<file path="src/rtl/load_writeback_pkg.sv">
// Shared definitions for the load/writeback stage: FSM states and load-size encodings.
// Latency: n/a (types, constants and a pure function only).
// Backpressure: n/a.
package load_writeback_pkg;

  typedef enum logic [1:0] {
    IDLE = 2'd0,
    REQ  = 2'd1,
    WAIT = 2'd2,
    WB   = 2'd3
  } lwb_state_e;

  localparam logic [2:0] F3_LB  = 3'b000;
  localparam logic [2:0] F3_LH  = 3'b001;
  localparam logic [2:0] F3_LW  = 3'b010;
  localparam logic [2:0] F3_LBU = 3'b100;
  localparam logic [2:0] F3_LHU = 3'b101;

  // A load faults if its funct3 is not a load size, or its address is not naturally aligned.
  function automatic logic load_fault(input logic [2:0] funct3, input logic [1:0] addr_lo);
    case (funct3)
      F3_LB, F3_LBU: load_fault = 1'b0;
      F3_LH, F3_LHU: load_fault = addr_lo[0];
      F3_LW:         load_fault = |addr_lo;
      default:       load_fault = 1'b1;
    endcase
  endfunction

endpackage

</file>
<file path="src/rtl/load_writeback_extend.sv">
// Selects the addressed byte/half of a read word and sign/zero-extends it to 32 bits.
// Latency: purely combinational.
// Backpressure: none.
module load_extend
  import load_writeback_pkg::*;
(
  input  logic [2:0]  funct3,
  input  logic [1:0]  addr_lo,
  input  logic [31:0] rdata,
  output logic [31:0] data
);

  logic [7:0]  byte_sel;
  logic [15:0] half_sel;

  // Lane select by low address bits, then extend according to load size.
  always_comb begin
    byte_sel = rdata[{addr_lo, 3'b000} +: 8];
    half_sel = rdata[{addr_lo[1], 4'b0000} +: 16];
    case (funct3)
      F3_LB:   data = {{24{byte_sel[7]}}, byte_sel};
      F3_LH:   data = {{16{half_sel[15]}}, half_sel};
      F3_LBU:  data = {24'd0, byte_sel};
      F3_LHU:  data = {16'd0, half_sel};
      default: data = rdata;
    endcase
  end

endmodule

</file>
<file path="src/rtl/load_writeback.sv">
// Retires one instruction: ALU results write back directly, loads go through a memory read.
// Latency: ALU/faulting load 1 cycle after accept; load 2 + grant wait + rvalid wait cycles.
// Backpressure: in_ready only in IDLE; mem_req/mem_addr held until mem_gnt.
module load_writeback
  import load_writeback_pkg::*;
#(
  parameter int ADDR_WIDTH = 5,
  parameter int DATA_WIDTH = 32
) (
  input  logic                  clk,
  input  logic                  rst,
  input  logic                  in_valid,
  output logic                  in_ready,
  input  logic [ADDR_WIDTH-1:0] in_rd,
  input  logic                  in_wen,
  input  logic [DATA_WIDTH-1:0] in_result,
  input  logic                  in_is_load,
  input  logic [2:0]            in_funct3,
  output logic                  mem_req,
  output logic [DATA_WIDTH-1:0] mem_addr,
  input  logic                  mem_gnt,
  input  logic                  mem_rvalid,
  input  logic [DATA_WIDTH-1:0] mem_rdata,
  output logic                  rf_wen,
  output logic [ADDR_WIDTH-1:0] rf_rd,
  output logic [DATA_WIDTH-1:0] rf_data,
  output logic                  done,
  output logic                  err
);

  lwb_state_e            state_q, state_d;
  logic [ADDR_WIDTH-1:0] rd_q, rd_d;
  logic                  wen_q, wen_d;
  logic [DATA_WIDTH-1:0] addr_q, addr_d;
  logic [2:0]            funct3_q, funct3_d;
  logic                  err_q, err_d;
  logic [ADDR_WIDTH-1:0] rf_rd_q, rf_rd_d;
  logic [DATA_WIDTH-1:0] rf_data_q, rf_data_d;
  logic [DATA_WIDTH-1:0] ext_data;

  load_extend u_extend (
    .funct3  (funct3_q),
    .addr_lo (addr_q[1:0]),
    .rdata   (mem_rdata),
    .data    (ext_data)
  );

  // The read address comes straight from the latched effective address, so it is stable in REQ.
  assign mem_addr = {addr_q[DATA_WIDTH-1:2], 2'b00};
  assign rf_rd    = rf_rd_q;
  assign rf_data  = rf_data_q;

  // Next-state and output decode; rf_rd/rf_data registers only load when entering WB.
  always_comb begin
    state_d   = state_q;
    rd_d      = rd_q;
    wen_d     = wen_q;
    addr_d    = addr_q;
    funct3_d  = funct3_q;
    err_d     = err_q;
    rf_rd_d   = rf_rd_q;
    rf_data_d = rf_data_q;
    in_ready  = 1'b0;
    mem_req   = 1'b0;
    rf_wen    = 1'b0;
    done      = 1'b0;
    err       = 1'b0;
    case (state_q)
      IDLE: begin
        in_ready = !rst;
        if (in_valid && in_ready) begin
          rd_d     = in_rd;
          wen_d    = in_wen;
          addr_d   = in_result;
          funct3_d = in_funct3;
          if (in_is_load && !load_fault(in_funct3, in_result[1:0])) begin
            err_d   = 1'b0;
            state_d = REQ;
          end else begin
            err_d     = in_is_load;
            rf_rd_d   = in_rd;
            rf_data_d = in_result;
            state_d   = WB;
          end
        end
      end
      REQ: begin
        mem_req = 1'b1;
        if (mem_gnt) begin
          if (mem_rvalid) begin
            rf_rd_d   = rd_q;
            rf_data_d = ext_data;
            state_d   = WB;
          end else begin
            state_d = WAIT;
          end
        end
      end
      WAIT: begin
        if (mem_rvalid) begin
          rf_rd_d   = rd_q;
          rf_data_d = ext_data;
          state_d   = WB;
        end
      end
      WB: begin
        done    = 1'b1;
        err     = err_q;
        rf_wen  = wen_q && (rd_q != '0) && !err_q;
        state_d = IDLE;
      end
      default: state_d = IDLE;
    endcase
  end

  // State and latch registers; reset abandons any load in flight.
  always_ff @(posedge clk or posedge rst) begin
    if (rst) begin
      state_q   <= IDLE;
      rd_q      <= '0;
      wen_q     <= 1'b0;
      addr_q    <= '0;
      funct3_q  <= '0;
      err_q     <= 1'b0;
      rf_rd_q   <= '0;
      rf_data_q <= '0;
    end else begin
      state_q   <= state_d;
      rd_q      <= rd_d;
      wen_q     <= wen_d;
      addr_q    <= addr_d;
      funct3_q  <= funct3_d;
      err_q     <= err_d;
      rf_rd_q   <= rf_rd_d;
      rf_data_q <= rf_data_d;
    end
  end

endmodule

</file>
<file path="config.mk">
export PLATFORM = sky130hd
export DESIGN_NAME = load_writeback
export DESIGN_NICKNAME = d
export VERILOG_FILES = /design/src/rtl/load_writeback_pkg.sv /design/src/rtl/load_writeback_extend.sv /design/src/rtl/load_writeback.sv
export SDC_FILE = /design/constraint.sdc
export NUM_CORES = 1
export LEC_CHECK = 0
export ABC_CLOCK_PERIOD_IN_PS = 4600
export CORE_AREA = 10 10 109 111
export DETAILED_ROUTE_END_ITERATION = 6
export DIE_AREA = 0 0 119 121
export PLACE_DENSITY = 0.85
export SLEW_MARGIN = 20
export SYNTH_ARGS = -nofsm -noshare
export SYNTH_HDL_FRONTEND = slang
export SYNTH_SLANG_ARGS = --single-unit
</file>
<file path="constraint.sdc">
create_clock -name clk -period 4.6 [get_ports clk]
set_input_delay 0.69 -clock clk [delete_from_list [all_inputs] [get_ports clk]]
set_output_delay 0.69 -clock clk [all_outputs]
set_load 0.01 [all_outputs]
</file>
-- Word-level counts from Yosys, hierarchy flattened
Index checks and enable logic that the tools add are counted.
- flip-flop bits (word level): 81
- word-level logic and storage cells: 68
- output and inout bits: 74
- shifts and indexed selects: 2
- eq/ne operators: 14
- multiplexer cells: 26
- reduce and logical (&&, ||, !) cells: 18
- operator list (kind ; count):
    2-to-1 mux 32 bit ; 4
    case mux 32 bit (4 select lines) ; 1
    case mux 32 bit (3 select lines) ; 1
    indexed part select 32 x 6 -> 16 bit ; 1
    indexed part select 32 x 6 -> 8 bit ; 1
    2-to-1 mux 5 bit ; 4
    case mux 5 bit (3 select lines) ; 1
    equality test 3 bit (second input constant) ; 4
    2-to-1 mux 1 bit ; 9
    2-to-1 mux 2 bit ; 4
    != test 2 bit (second input constant) ; 4
    case mux 2 bit (4 select lines) ; 1
    equality test 3 x 1 -> 1 bit (second input constant) ; 2
    logical NOT 3 bit ; 2
    OR reduction 2 bit ; 3
    nonzero test 5 bit ; 1
    equality test 2 bit (second input constant) ; 2
    logical AND 1 bit ; 4
    AND reduction 4 bit ; 1
    equality test 3 x 2 -> 1 bit (second input constant) ; 1
    logical NOT 1 bit ; 3
    case mux 1 bit (3 select lines) ; 1
    AND reduction 3 bit ; 1
    nonzero test 3 bit ; 1
    other kinds (3) ; 3

-- Logic depth before layout (Yosys ltp)
Gate-level depths: netlist (run 1).
- word-level depth: 10
- gate-level depth with buffers: 8
- gate-level depth less buffers: 6

-- Cells and area by module
From an unflattened synthesis (run 1), not the netlist that was laid out.
- cell total of the unflattened synthesis: 393
- area total of the unflattened synthesis: 4815.9 um^2
- by module, submodules not included (module ; cells an instance ; area an instance (um^2) ; seq. area each (um^2) ; times used):
    load_writeback ; 275 ; 4021.4 ; 2026.9 ; 1
    load_extend ; 118 ; 794.5 ; 0.0 ; 1

-- Worst setup path before layout (run 1)
OpenSTA, ideal clock, no wires.
- path kind: register to register
- start: register state_q[0]
- end: register rf_data_q[16] (netlist: rf_data[16])
- path buffers: 2
- cell stages (with the launch flop): 9
- data required time: 4473 ps
- slack: 2473 ps
- arrival: 2000 ps
- setup time: 127 ps
- cell sequence: dfrtp_1 -> inv_1 -> ha_1 -> buf_4 -> mux2i_1 -> a211o_1 -> nor2_4 -> buf_4 -> mux2_1
- longest elaborated chain between the ends: 3
- ends and longest elaborated chain (what ; RTL line ; source):
    start: declaration ; load_writeback.sv:31 ; lwb_state_e state_q, state_d;
    start signal: assignment ; load_writeback.sv:128 ; state_q <= state_d;
    equality test 2 x 1 -> 1 bit, or another cell as far along ; load_writeback.sv:68 ; case (state_q)
    != test 2 bit (no line) / nonzero test 3 bit (equally long branches) ; - ;
    AND reduction 4 bit (no line) ; - ;
    end signal: assignment ; load_writeback.sv:135 ; rf_data_q <= rf_data_d;
    end: declaration ; load_writeback.sv:38 ; logic [DATA_WIDTH-1:0] rf_data_q, rf_data_d;
Several ways; a longest one is shown, not always the timed one.
A chain may end at the register's enable or synchronous reset.

-- Worst setup path in the final report (run 1)
- start: register state_q[0]
- end: output in_ready
- longest elaborated chain between the ends: 2
- ends and longest elaborated chain (what ; RTL line ; source):
    logical NOT 2 bit ; load_writeback.sv:68 ;
    2-to-1 mux 1 bit ; load_writeback.sv:68 ;
    end: declaration ; load_writeback.sv:13 ; output logic in_ready,
No other way between the ends.

==> summary.md, run 1 <==
| Metric | Value |
|---|---|
| Status | completed |
| Final hold violations | 0 |
| Peak VDD IR | 0.448 mV |
| Finished Layout Cells | 704 |
| Total gr overflow | 0 |
| Via/cell ratio | 5.79 |
| Initial antenna violation count | 0 |
| Critical path class | reg2out |
| Routability Congestion | 0.878 |
| Setup bufs post-CTS | 0 |
| Final min period | 2.74 ns |
| Area leader, netlist | dfrtp_1 |
| Max_cap viols | 0 |
| Top post-synthesis cells by area | dfrtp_1 (42%), mux2_2 (13%), buf_4 (5.4%) |
| Final period util | 59.5% |
| Relative slew slack | 32.8% |
| Longest Clk Path Bufs | 2 |
| Cells after Synth | 470 |
| Critical path arrival | 2.05 ns |
| Setup crit start kind | flip-flop |
| Number of global-route vias before repair | 4244 |
| Core area | 9640 sq um |
| Largest net degree at the start of global routing | 82 |
| Placed Instances | 689 |
| Gr usage total | 20.4% |
| ANT nets after route | 0 |
| DRC | 0 |
| H-tree Lvls | 3 |
| Area Overhead vs Synth | 29.7% |
| Leakage | 2.55 nW |
| Total negative slack | 0 ns |
| Synth Warn # | 0 |
| DRT iter0 DRCs | 363 |
| Clock transition at path regs | 0.08 ns |
| WP data required | 3.91 ns |
| HPWL Detailed | 11300 um |
| Top cell type's share of synthesized area | 41.8% |
| Antenna Cells | 0 |
| RSZ-0062 raised after global routing | no |
| # port buffers | 150 |
| Root Driver | clkbuf_8 |
| Final setup fails | 0 |
| Max Clk Rate | 365 MHz |
| First-pass GRT wire length | 23500 um |
| I/O pins | 153 |
| Slew @ Worst Pin | 1.00 ns |
| Clk sinks | 81 |
| Clock latency on the worst-skew pair | 0.36 ns |
| Post-synthesis cell area | 4840 sq um |
| Die Ht | 121 um |
| Async SR Flop Fraction | 100% |
| Resized cells post-CTS | 0 |
| Register bit total from synthesis | 81 |
| Cts hold-fix bufs | 0 |
| Die Wd | 119 um |
| Rows | 36 |
| Num CTS Buffers | 9 |
| TritonCTS clock tree | built |
| Max Slew Vio Count | 0 |
| Avg Cell Area, Syn | 10.3 sq um |
| Wire per inst | 21.1 um |
| Die area | 14400 sq um |
| Worst Skew | 0.0113 ns |
| Most common cell after layout, fill and taps aside | clkdlybuf4s50_1 |
| Pwr dens | 776 nW/um^2 |
| Ys flop type | dfrtp_1 |
| Endpoint class of the critical path | output pin |
| Final Util | 65.2% |
| Crit path max fanout | 8 |
| Sequential fraction of the synthesis area | 41.8% |
| Overall power | 4.88 mW |
| Worst hold-check path type | reg2reg |
| DRT Pass-1 Iters | 5 |
| Via count | 4075 |
| Fraction of layout cells with a size suffix above 1 | 14.2% |
| Fin nets | 651 |
| Routed WL | 14800 um |
| Count of flip-flops with a built-in enable after synthesis | 0 |
| Most frequent cells in the layout | clkdlybuf4s50_1 (150), dfrtp_1 (80), mux2_2 (54), nand2_1 (39), o21ai_0 (31) |
| Post-synth cell types | 46 |
| Starting Density | 50.3% |
## routing by layer
metal  up-vias  track usage, %  routed length [um]
met2       199            33.0                7140
li1       1863               -                   -
met5         -               0                   0
met3        28            5.63                1200
met4         0            8.24                 438
met1      1985            25.2                6080
## registers in the layout, indices dropped and copies added (netlist names)
signal,cells
err_q,1
rf_rd,5
funct3_q,3
addr_q,32
wen_q,1
rd_q,5
state_q,2
rf_data,32
## through the flow
step / hold slack, ns / setup slack (ns) / instance area [sq um]
floorplan: 0.465 / 1.83 / 4850
detailed placement: 0.478 / 1.55 / 6100
CTS: 0.497 / 1.85 / 6280
global placement: 0.469 / 1.65 / 6100
finish: 0.493 / 1.86 / 6280
global route: 0.518 / 1.79 / 6280
## cells in the mapped netlist, types with 6 or more instances
cell,instances
o31a_1,16
nand2b_1,18
nor2_1,19
a21oi_1,11
mux2_2,54
a31oi_1,24
o21ai_0,31
mux2i_1,15
mux2_1,12
dfrtp_1,81
o221ai_1,8
o22ai_1,9
buf_4,35
a211o_1,8
buf_2,10
inv_1,6
a211oi_1,8
nand2_1,40
nor2b_1,10
clkbuf_1,17
## worst max-delay path, cell delays in order (launching register included)
cell             delay, ns
dfrtp_1               0.42
inv_1                 0.16
ha_2                  0.32
nor2b_1               0.22
clkdlybuf4s50_1       0.57
## report_power, final
part           total, mW  internal [mW]  switching, mW
Sequential          1.38           1.09          0.290
Combinational       2.99           1.51           1.48
Clock              0.515          0.247          0.268
## kinds of logic after synthesis
kind of cell | count (synthesis) | synth area share, %
buf+inv | 73 | 9.58
mux | 81 | 18.4
simple gates | 100 | 10.3
other cells | 1 | 0.0774
fa+ha+maj | 5 | 1.29
compound gates | 129 | 18.5
flops | 81 | 41.8
## area by class of cell
type | count | area (sq um)
fill | 805 | 3360
clock inverter | 5 | 57.6
sequential | 81 | 2030
multi-input combinational | 317 | 2360
clock buffer | 10 | 128
timing repair buffer | 152 | 1520
tap | 133 | 166
inverter | 6 | 23.8
## final timing paths
kind	slack, ns	cells past startpoint	start	end
max	1.86	4	state_q[0]$_DFFE_PP0P_	in_ready
min	0.49	1	rf_data[18]$_DFFE_PP0P_	rf_data[18]$_DFFE_PP0P_
max reg2reg	1.96	6	state_q[0]$_DFFE_PP0P_	rf_data[28]$_DFFE_PP0P_
min reg2reg	0.49	1	rf_data[18]$_DFFE_PP0P_	rf_data[18]$_DFFE_PP0P_
max in group asynchronous	2.78	3	rst	addr_q[30]$_DFFE_PP0P_
min in group asynchronous	0.90	2	rst	addr_q[9]$_DFFE_PP0P_
(Power assumes the default switching activity.)
==> run 2: changes to the inputs <==
Settings changed: ABC_CLOCK_PERIOD_IN_PS 4600 to 2350, CORE_AREA 10 10 109 111 to 10 10 118 120, DIE_AREA 0 0 119 121 to 0 0 128 130, PLACE_DENSITY 0.85 to 0.76.
Clock period 4.6 ns to 2.35 ns, I/O delays scaled along.
==> summary.md, run 2 (synthesized netlist as in run 1, its figures left out) <==
| Metric | Value |
|---|---|
| Pwr dens | 1560 nW/um^2 |
| Clk sinks | 81 |
| Starting Density | 41.4% |
| Most common cell after layout, fill and taps aside | clkdlybuf4s50_1 |
| Worst hold-check path type | reg2reg |
| Cts hold-fix bufs | 0 |
| HPWL Detailed | 11300 um |
| Final period util | 95.2% |
| Core area | 11700 sq um |
| Endpoint class of the critical path | output pin |
| Total negative slack | 0 ns |
| Max Clk Rate | 447 MHz |
| Wire per inst | 20.3 um |
| CP Launch Point | state_q[1]$_DFFE_PP0P_ |
| I/O pins | 153 |
| Relative slew slack | 59.1% |
| Slew @ Worst Pin | 0.613 ns |
| Via/cell ratio | 5.52 |
| Leakage | 2.72 nW |
| DRT iter0 DRCs | 289 |
| Total gr overflow | 0 |
| Final min period | 2.24 ns |
| Routability Congestion | 0.867 |
| Final hold violations | 0 |
| DRC | 0 |
| Gr usage total | 17.5% |
| Area Overhead vs Synth | 36.4% |
| Setup crit start kind | flip-flop |
| Hold path start | rf_data[23]$_DFFE_PP0P_ |
| H-tree Lvls | 3 |
| TritonCTS clock tree | built |
| Peak VDD IR | 1.02 mV |
| DRT Pass-1 Iters | 5 |
| RSZ-0062 raised after global routing | no |
| Fraction of layout cells with a size suffix above 1 | 16.4% |
| Worst reg2reg path startpoint | state_q[1]$_DFFE_PP0P_ |
| Critical path arrival | 1.89 ns |
| Die Wd | 128 um |
| Clock latency on the worst-skew pair | 0.34 ns |
| Rows | 40 |
| Critical path class | reg2out |
| Largest net degree at the start of global routing | 82 |
| Crit path max fanout | 8 |
| Routed WL | 14800 um |
| Max Slew Vio Count | 0 |
| Max_cap viols | 0 |
| Root Driver | clkbuf_16 |
| First-pass GRT wire length | 23300 um |
| Final setup fails | 0 |
| Number of global-route vias before repair | 4216 |
| Final Util | 56.4% |
| Fin nets | 663 |
| # port buffers | 150 |
| Most frequent cells in the layout | clkdlybuf4s50_1 (149), dfrtp_1 (81), mux2_2 (54), nand2_1 (39), o21ai_0 (31) |
| Setup bufs post-CTS | 0 |
| Antenna Cells | 0 |
| Die area | 16600 sq um |
| WP data required | 2.00 ns |
| Die Ht | 130 um |
| Worst Skew | 0.00845 ns |
| Longest Clk Path Bufs | 2 |
| Clock transition at path regs | 0.06 ns |
| ANT nets after route | 0 |
| Num CTS Buffers | 9 |
| Via count | 4038 |
| Status | completed |
| Initial antenna violation count | 1 |
run 2: changes by cell type in the layout (fill, tap and decap cells not counted), moves of 2 or more:
| cell | delta |
|---|---|
| buf_12 | +5 |
| clkbuf_16 | +9 |
| clkbuf_8 | -8 |
| clkinvlp_4 | -2 |
| buf_4 | +7 |
run 2: final timing paths:
check | to | slack, ns | cells past startpoint
worst max register to register | rf_data[24]$_DFFE_PP0P_ | 0.24 | 7
min in group asynchronous | rf_rd[4]$_DFFE_PP0P_ | 0.52 | 3
max in group asynchronous | rf_data[17]$_DFFE_PP0P_ | 1.29 | 4
worst max-delay path | in_ready | 0.11 | 4
worst min register to register | rf_data[23]$_DFFE_PP0P_ | 0.50 | 1
worst min-delay path | rf_data[23]$_DFFE_PP0P_ | 0.50 | 1
run 2: metrics by stage:
step / total power [mW] / worst slack [ns] / instance area, sq um / hold slack (ns) / std cells
5_1_grt: 11.0 / 0.00375 / 6610 / 0.508 / 731
3_3_place_gp: 8.54 / 0.178 / 6270 / 0.477 / 715
4_1_cts: 10.4 / 0.00892 / 6600 / 0.492 / 731
6_report: 10.3 / 0.112 / 6610 / 0.496 / 731
2_1_floorplan: 6.79 / 0.223 / 4850 / 0.465 / 471
3_5_place_dp: 8.76 / 0.102 / 6270 / 0.478 / 715
run 2: timing repair:
| action | in CTS | in global routing |
|---|---|---|
| pin swaps | 0 | 0 |
| endpoints found under the setup margin | 1 | 2 |
| resized for setup | 1 | 4 |
run 2: cell type report:
| cell class | instances | area (sq um) |
|---|---|---|
| Multi-Input combinational cell | 317 | 2380 |
| Fill cell | 1022 | 5100 |
| Inverter | 6 | 26.3 |
| Clock inverter | 5 | 78.8 |
| Sequential cell | 81 | 2030 |
| Timing Repair Buffer | 164 | 1670 |
| Clock buffer | 11 | 243 |
| Tap cell | 147 | 184 |
run 2: power by group:
part,switching [mW],internal (mW)
sequential,0.473,2.13
combinational,3.00,3.16
clock,0.565,0.958
run 2: worst max-delay path: stages, from the launching register on:
cell             delay [ns]
dfrtp_1                0.41
inv_1                  0.16
ha_4                   0.22
nor2b_2                0.19
clkdlybuf4s50_1        0.56
run 2: layer usage:
| layer | share of wire (%) | vias to the layer above | GRT usage, % | wire [um] |
|---|---|---|---|---|
| met5 | 0.094 | - | 0 | 14 |
| met4 | 1.2 | 2 | 4.90 | 184 |
| met3 | 9.0 | 16 | 6.41 | 1330 |
| met2 | 49 | 149 | 28.8 | 7200 |
| met1 | 41 | 1982 | 21.0 | 6100 |
| li1 | - | 1889 | - | - |
